<file path="src/rtl/uart_pkg.sv">
// Shared definitions for the UART receive path (and a future transmitter).
//   rx_state_e : receiver FSM states
//   DATA_BITS  : payload bits per frame (8N1)
//   half_bit() : clock count to the middle of a bit period
package uart_pkg;

  typedef enum logic [2:0] {
    IDLE  = 3'd0,
    START = 3'd1,
    DATA  = 3'd2,
    STOP  = 3'd3,
    BREAK = 3'd4
  } rx_state_e;

  localparam int DATA_BITS = 8;

  // Cycles from the start-bit falling edge to mid-bit (integer division).
  function automatic logic [15:0] half_bit(input int clks_per_bit);
    return 16'(clks_per_bit / 2);
  endfunction

endpackage

</file>
<file path="src/rtl/uart_rx_sync.sv">
// Metastability synchroniser for an asynchronous serial line.
// Flops reset to 1 (line idle level) so a reset never looks like a start bit.
//   clk      : sampling clock
//   rst      : asynchronous active-high reset
//   rx_async : raw asynchronous input
//   rx_s     : synchronised output, SYNC_STAGES cycles behind rx_async
module uart_rx_sync #(
  parameter int SYNC_STAGES = 2
) (
  input  logic clk,
  input  logic rst,
  input  logic rx_async,
  output logic rx_s
);

  logic [SYNC_STAGES-1:0] chain;

  always_ff @(posedge clk or posedge rst) begin
    if (rst) chain <= '1;
    else     chain <= {chain[SYNC_STAGES-2:0], rx_async};
  end

  assign rx_s = chain[SYNC_STAGES-1];

endmodule

</file>
<file path="src/rtl/uart_rx_char.sv">
// 8N1 serial byte receiver with a one-byte valid/ready holding register.
//   clk       : system clock
//   rst       : asynchronous active-high reset
//   rx_serial : asynchronous serial input, idle high
//   out_char  : received byte (held while out_valid and not consumed)
//   out_valid : out_char holds an unconsumed byte
//   out_ready : consumer accepts the byte when high with out_valid
//   frame_err : one-cycle pulse, stop bit sampled low
//   overrun   : one-cycle pulse, good byte dropped because holding reg full
//   busy      : FSM not in IDLE
module uart_rx_char
  import uart_pkg::*;
#(
  parameter int CLKS_PER_BIT = 16,
  parameter int SYNC_STAGES  = 2
) (
  input  logic       clk,
  input  logic       rst,
  input  logic       rx_serial,
  output logic [7:0] out_char,
  output logic       out_valid,
  input  logic       out_ready,
  output logic       frame_err,
  output logic       overrun,
  output logic       busy
);

  localparam logic [15:0] BIT_LAST  = 16'(CLKS_PER_BIT - 1);
  localparam logic [15:0] HALF_LAST = half_bit(CLKS_PER_BIT) - 16'd1;
  localparam logic [2:0]  LAST_BIT  = 3'(DATA_BITS - 1);

  logic                 rx_s;
  rx_state_e            state, state_nx;
  logic [15:0]          cnt;
  logic [2:0]           bit_cnt;
  logic [DATA_BITS-1:0] shift;

  // FSM-derived strobes
  logic cnt_run, bit_tick, good_stop, bad_stop;

  uart_rx_sync #(.SYNC_STAGES(SYNC_STAGES)) u_sync (
    .clk      (clk),
    .rst      (rst),
    .rx_async (rx_serial),
    .rx_s     (rx_s)
  );

  // State register
  always_ff @(posedge clk or posedge rst) begin
    if (rst) state <= IDLE;
    else     state <= state_nx;
  end

  // Next-state logic
  always_comb begin
    state_nx = state;
    unique case (state)
      IDLE:  if (!rx_s) state_nx = START;
      // Mid-start sample: a high line means the falling edge was a glitch.
      START: if (cnt == HALF_LAST) state_nx = rx_s ? IDLE : DATA;
      DATA:  if (cnt == BIT_LAST && bit_cnt == LAST_BIT) state_nx = STOP;
      STOP:  if (cnt == BIT_LAST) state_nx = rx_s ? IDLE : BREAK;
      // Held-low line: wait for idle so a break yields one frame_err only.
      BREAK: if (rx_s) state_nx = IDLE;
      default: state_nx = IDLE;
    endcase
  end

  // Output / strobe decode
  always_comb begin
    busy      = (state != IDLE);
    cnt_run   = (state == START) || (state == DATA) || (state == STOP);
    bit_tick  = (state == DATA) && (cnt == BIT_LAST);
    good_stop = (state == STOP) && (cnt == BIT_LAST) && rx_s;
    bad_stop  = (state == STOP) && (cnt == BIT_LAST) && !rx_s;
  end

  // Counters, shift register and holding register
  always_ff @(posedge clk or posedge rst) begin
    if (rst) begin
      cnt       <= '0;
      bit_cnt   <= '0;
      shift     <= '0;
      out_char  <= 8'h00;
      out_valid <= 1'b0;
      frame_err <= 1'b0;
      overrun   <= 1'b0;
    end else begin
      frame_err <= bad_stop;
      // A consume in the stop-sample cycle frees the register for the new byte.
      overrun   <= good_stop && out_valid && !out_ready;

      // Counter restarts on every state change and at each data-bit boundary.
      if (state != state_nx || bit_tick) cnt <= '0;
      else if (cnt_run)                  cnt <= cnt + 16'd1;
      else                               cnt <= '0;

      if (state == START)  bit_cnt <= '0;
      else if (bit_tick)   bit_cnt <= bit_cnt + 3'd1;

      if (bit_tick) shift[bit_cnt] <= rx_s;

      if (good_stop && (!out_valid || out_ready)) begin
        out_char  <= shift;
        out_valid <= 1'b1;
      end else if (out_valid && out_ready) begin
        out_valid <= 1'b0;
      end
    end
  end

endmodule

</file>
<file path="config.mk">
export PLATFORM = sky130hd
export DESIGN_NAME = uart_rx_char
export DESIGN_NICKNAME = d
export VERILOG_FILES = /design/src/rtl/uart_pkg.sv /design/src/rtl/uart_rx_sync.sv /design/src/rtl/uart_rx_char.sv
export SDC_FILE = /design/constraint.sdc
export NUM_CORES = 1
export LEC_CHECK = 0
export ABC_AREA = 1
export ABC_CLOCK_PERIOD_IN_PS = 2400
export CAP_MARGIN = 20
export CORE_MARGIN = 2
export CORE_UTILIZATION = 55
export CTS_CLUSTER_SIZE = 16
export DETAILED_ROUTE_END_ITERATION = 8
export GPL_ROUTABILITY_DRIVEN = 0
export PLACE_DENSITY_LB_ADDON = 0.3
export SYNTH_ARGS = -nofsm -noshare
export SYNTH_HDL_FRONTEND = slang
export SYNTH_HIERARCHICAL = 1
export SYNTH_SLANG_ARGS = --single-unit
</file>
<file path="constraint.sdc">
create_clock -name clk -period 2.4 [get_ports clk]
set_input_delay 0.24 -clock clk [delete_from_list [all_inputs] [get_ports clk]]
set_output_delay 0.24 -clock clk [all_outputs]
set_load 0.01 [all_outputs]
</file>
==> results.md <==
- Status: completed
- Post-synthesis register bit count: 43
- Post_cts resized: 0
- P per Cell Area: 708 nW/um^2
- RSZ-0062 raised after global routing: no
- Clk buf depth: 2
- Setup TNS: 0 ns
- CTS tree: yes
- Largest net degree at the start of global routing: 42
- Rows: 22
- Met1 usage: 25.3%
- Worst Path Arrival: 1.62 ns
- Remaining Overflow, GRT: 0
- Unique masters post-synth: 29
- Cell Chain, Critical Path: inv_1, nand2_1, nor2_1, inv_1, clkdlybuf4s50_1
- Drt first pass iters: 4
- Met2 Use GR: 35.9%
- Cell mode on critical path: inv_1
- Ys Warns: 6
- Final Max Tran Viols: 0
- Slowest cell delay on critical path: 0.48 ns
- Root Driver: clkbuf_8
- Crit. End Element: output port
- Met3 GRT Util: 3.58%
- Min Tclk post-route: 1.86 ns
- Slowest-stage cell, CP: clkdlybuf4s50_1
- Fillers: around 310
- Fin nets: 278
- Final hold violations: 0
- Final setup violating endpoints: 0
- Clk_lat worst skew: between 0.2 and 0.3 ns
- RR Startpoint: cnt[0]$_DFF_PP0_
- CTS clk-pin slew, worst paths: about 0.07 ns
- Chip width: 65.9 um
- Final worst path period share: between 70% and 80%
- Initial Util: a little under three fifths
- HPWL after DPL: around 2800 um
- GRT Max-Usage Layer: met2
- Routed Antenna Nets: 0
- CP max FO: 5
- CP Launch Type: register
- Peak supply drop: 0.441 mV
- FF-to-FF path depth: 8
- H-Tree Depth: 2
- Via count: 1,618
- Setup bufs post-CTS: 0
- Share of cells above drive strength 1: between 10 and 15%
- Hold WS: 0.290 ns
- Antenna violations before repair: 0
- CP Buf/Inv Count: 3
- Number of buffers inserted by port buffering: 15
- Slew headroom: 67.4%
- Max-cap violations: 0
- Worst reg2reg path endpoint: cnt[4]$_DFF_PP0_
- Post-Synthesis Cells: between 200 and 300
- Synthesized area: 2110 um^2
- Post-synthesis sequential area ratio: 51.2%
- Die area: 4340 um^2
- Max Clock Skew: about 0.0052 ns
- Clk sinks: 43
- Actual slew at the worst max-slew pin: 0.490 ns
- Register area: ~1100 um^2
- Number of DRC markers in iteration 0: 122
- Post-synthesis average cell area: 8.36 um^2
- Core area: between 3000 and 4000 um^2
- Inserted Clock Buffers: 5
- Hold Path Class: in2async
- First-pass GRT wire length: 6830 um
- Critical path class: reg2out
- Required time of the critical path: 2.16 ns
- # DRC: 0
- Routed vias/inst: slightly above 5
- Flop-to-flop setup slack: approximately 0.71 ns
- Vias in the first global route: 1,600
- Top Ports: 16
- Synth-to-layout area growth: 14.9%
- ANT cells: 0
- WL per Instance: roughly 12 um
- Syn nets: 259
- Final wirelength: 3780 um
- Die Y-Extent: 65.9 um
- Multi-input logic area: 892 um^2
- Total GRT Usage: 20.9%
- Leak Pwr: between 1 and 1.5 nW
- Peak Freq: 0.538 GHz
- Post-CTS Hold Buffers: 0
- Largest delay contributor family on the critical path: buffers and inverters
==> logic make-up after synthesis <==
kind of cell             Yosys count  share of synthesized area (%)
adder cells (fa/ha/maj)            3                           1.78
flip-flops                        43                           51.2
buffers and inverters             34                           6.42
XOR/XNOR                           4                           1.66
AND/OR/NAND/NOR                  150                           34.3
AO/OA/AOI/OAI                     18                           4.58
==> per-stage QoR <==
step	cell area (um^2)	utilization (%)	power, mW	worst slack, ns	instances
2_1_floorplan	2110	-	1.05	0.942	252
3_3_place_gp	2300	62.9	1.14	0.807	312
3_5_place_dp	2300	62.9	1.15	0.715	312
6_report	2420	66.1	1.71	0.540	320
5_1_grt	2420	66.1	1.80	0.462	320
4_1_cts	2420	66.1	1.73	0.543	320
==> cell type report <==
cell class	instances	area share, %
flip-flops and latches	43	44.6
multi-input cells	175	36.9
repair buffers	16	6.52
inverters	30	4.66
clock buffers	6	3.41
well taps	48	2.48
clock inverters	2	1.45
==> cells in the mapped netlist (all sizes together) <==
library cell / n / share of area [%]
nand2: 64 / 12
nand3: 30 / 8.1
xor2: 3 / 1.2
inv: 30 / 5.3
nand4: 6 / 1.8
clkbuf: 2 / 0.36
o21ai: 13 / 3.1
o21bai: 1 / 0.36
ha: 3 / 1.8
o311ai: 1 / 0.42
a21oi: 3 / 0.71
dfrtp: 41 / 49
nor3: 9 / 3.1
buf: 2 / 0.71
nor2: 39 / 8.6
or2: 2 / 0.59
xnor2: 1 / 0.42
dfstp: 2 / 2.5
==> registers in the layout, indices dropped and copies added (netlist names) <==
name,flops
overrun,1
out_valid,1
out_char,8
frame_err,1
bit_cnt,3
cnt,16
u_sync/chain,2
shift,8
state,3
==> per-layer routing <==
metal / vias to the layer above / part of all wire (%)
met4: 0 / 2.0
met5: - / 0
met2: 28 / 48
li1: 850 / -
met1: 732 / 47
met3: 8 / 2.7
==> cell usage in the layout (no fill, tap or decap), types with 2 or more instances in the layout <==
master and instances:
nand2_1 60, dfrtp_1 41, nor2_1 33, inv_1 28, nand3_1 26, clkdlybuf4s50_1 15
o21ai_1 8, nand4_1 6, nor3_1 6, clkbuf_8 6, o21ai_0 5, nor2_4 4
nand3_2 4, nand2_2 3, a21oi_1 3, xor2_1 3, ha_1 3, nor3_2 2
inv_2 2, nor2_2 2, dfstp_2 2
==> worst register-to-register path, stage by stage (launching register included) <==
cell	delay (ns)
dfrtp_1	0.39
ha_1	0.24
nand3_2	0.12
nor2_4	0.17
nand2_2	0.09
nor2_4	0.22
inv_1	0.10
nand3_1	0.18
nor2_1	0.06
==> worst max path at each step <==
stage                                  start                   end  slack (ns)  depth (start not counted)
after global routing      state[0]$_DFF_PP0_                  busy        0.46                          5
final                     state[0]$_DFF_PP0_                  busy        0.54                          5
after floorplan             cnt[0]$_DFF_PP0_  shift[1]$_DFFE_PP0P_        0.94                          9
after global placement      cnt[0]$_DFF_PP0_      cnt[1]$_DFF_PP0_        0.81                          8
after CTS                 state[0]$_DFF_PP0_                  busy        0.54                          5
after detailed placement    cnt[0]$_DFF_PP0_      cnt[4]$_DFF_PP0_        0.71                          8
==> report_power, final <==
group	switching, mW	total (mW)	internal, mW
logic	0.229	0.332	0.103
clock network	0.234	0.570	0.336
registers	0.0427	0.809	0.767
total	0.506	1.71	1.21
Note: power is estimated with default switching activity, not from simulation.
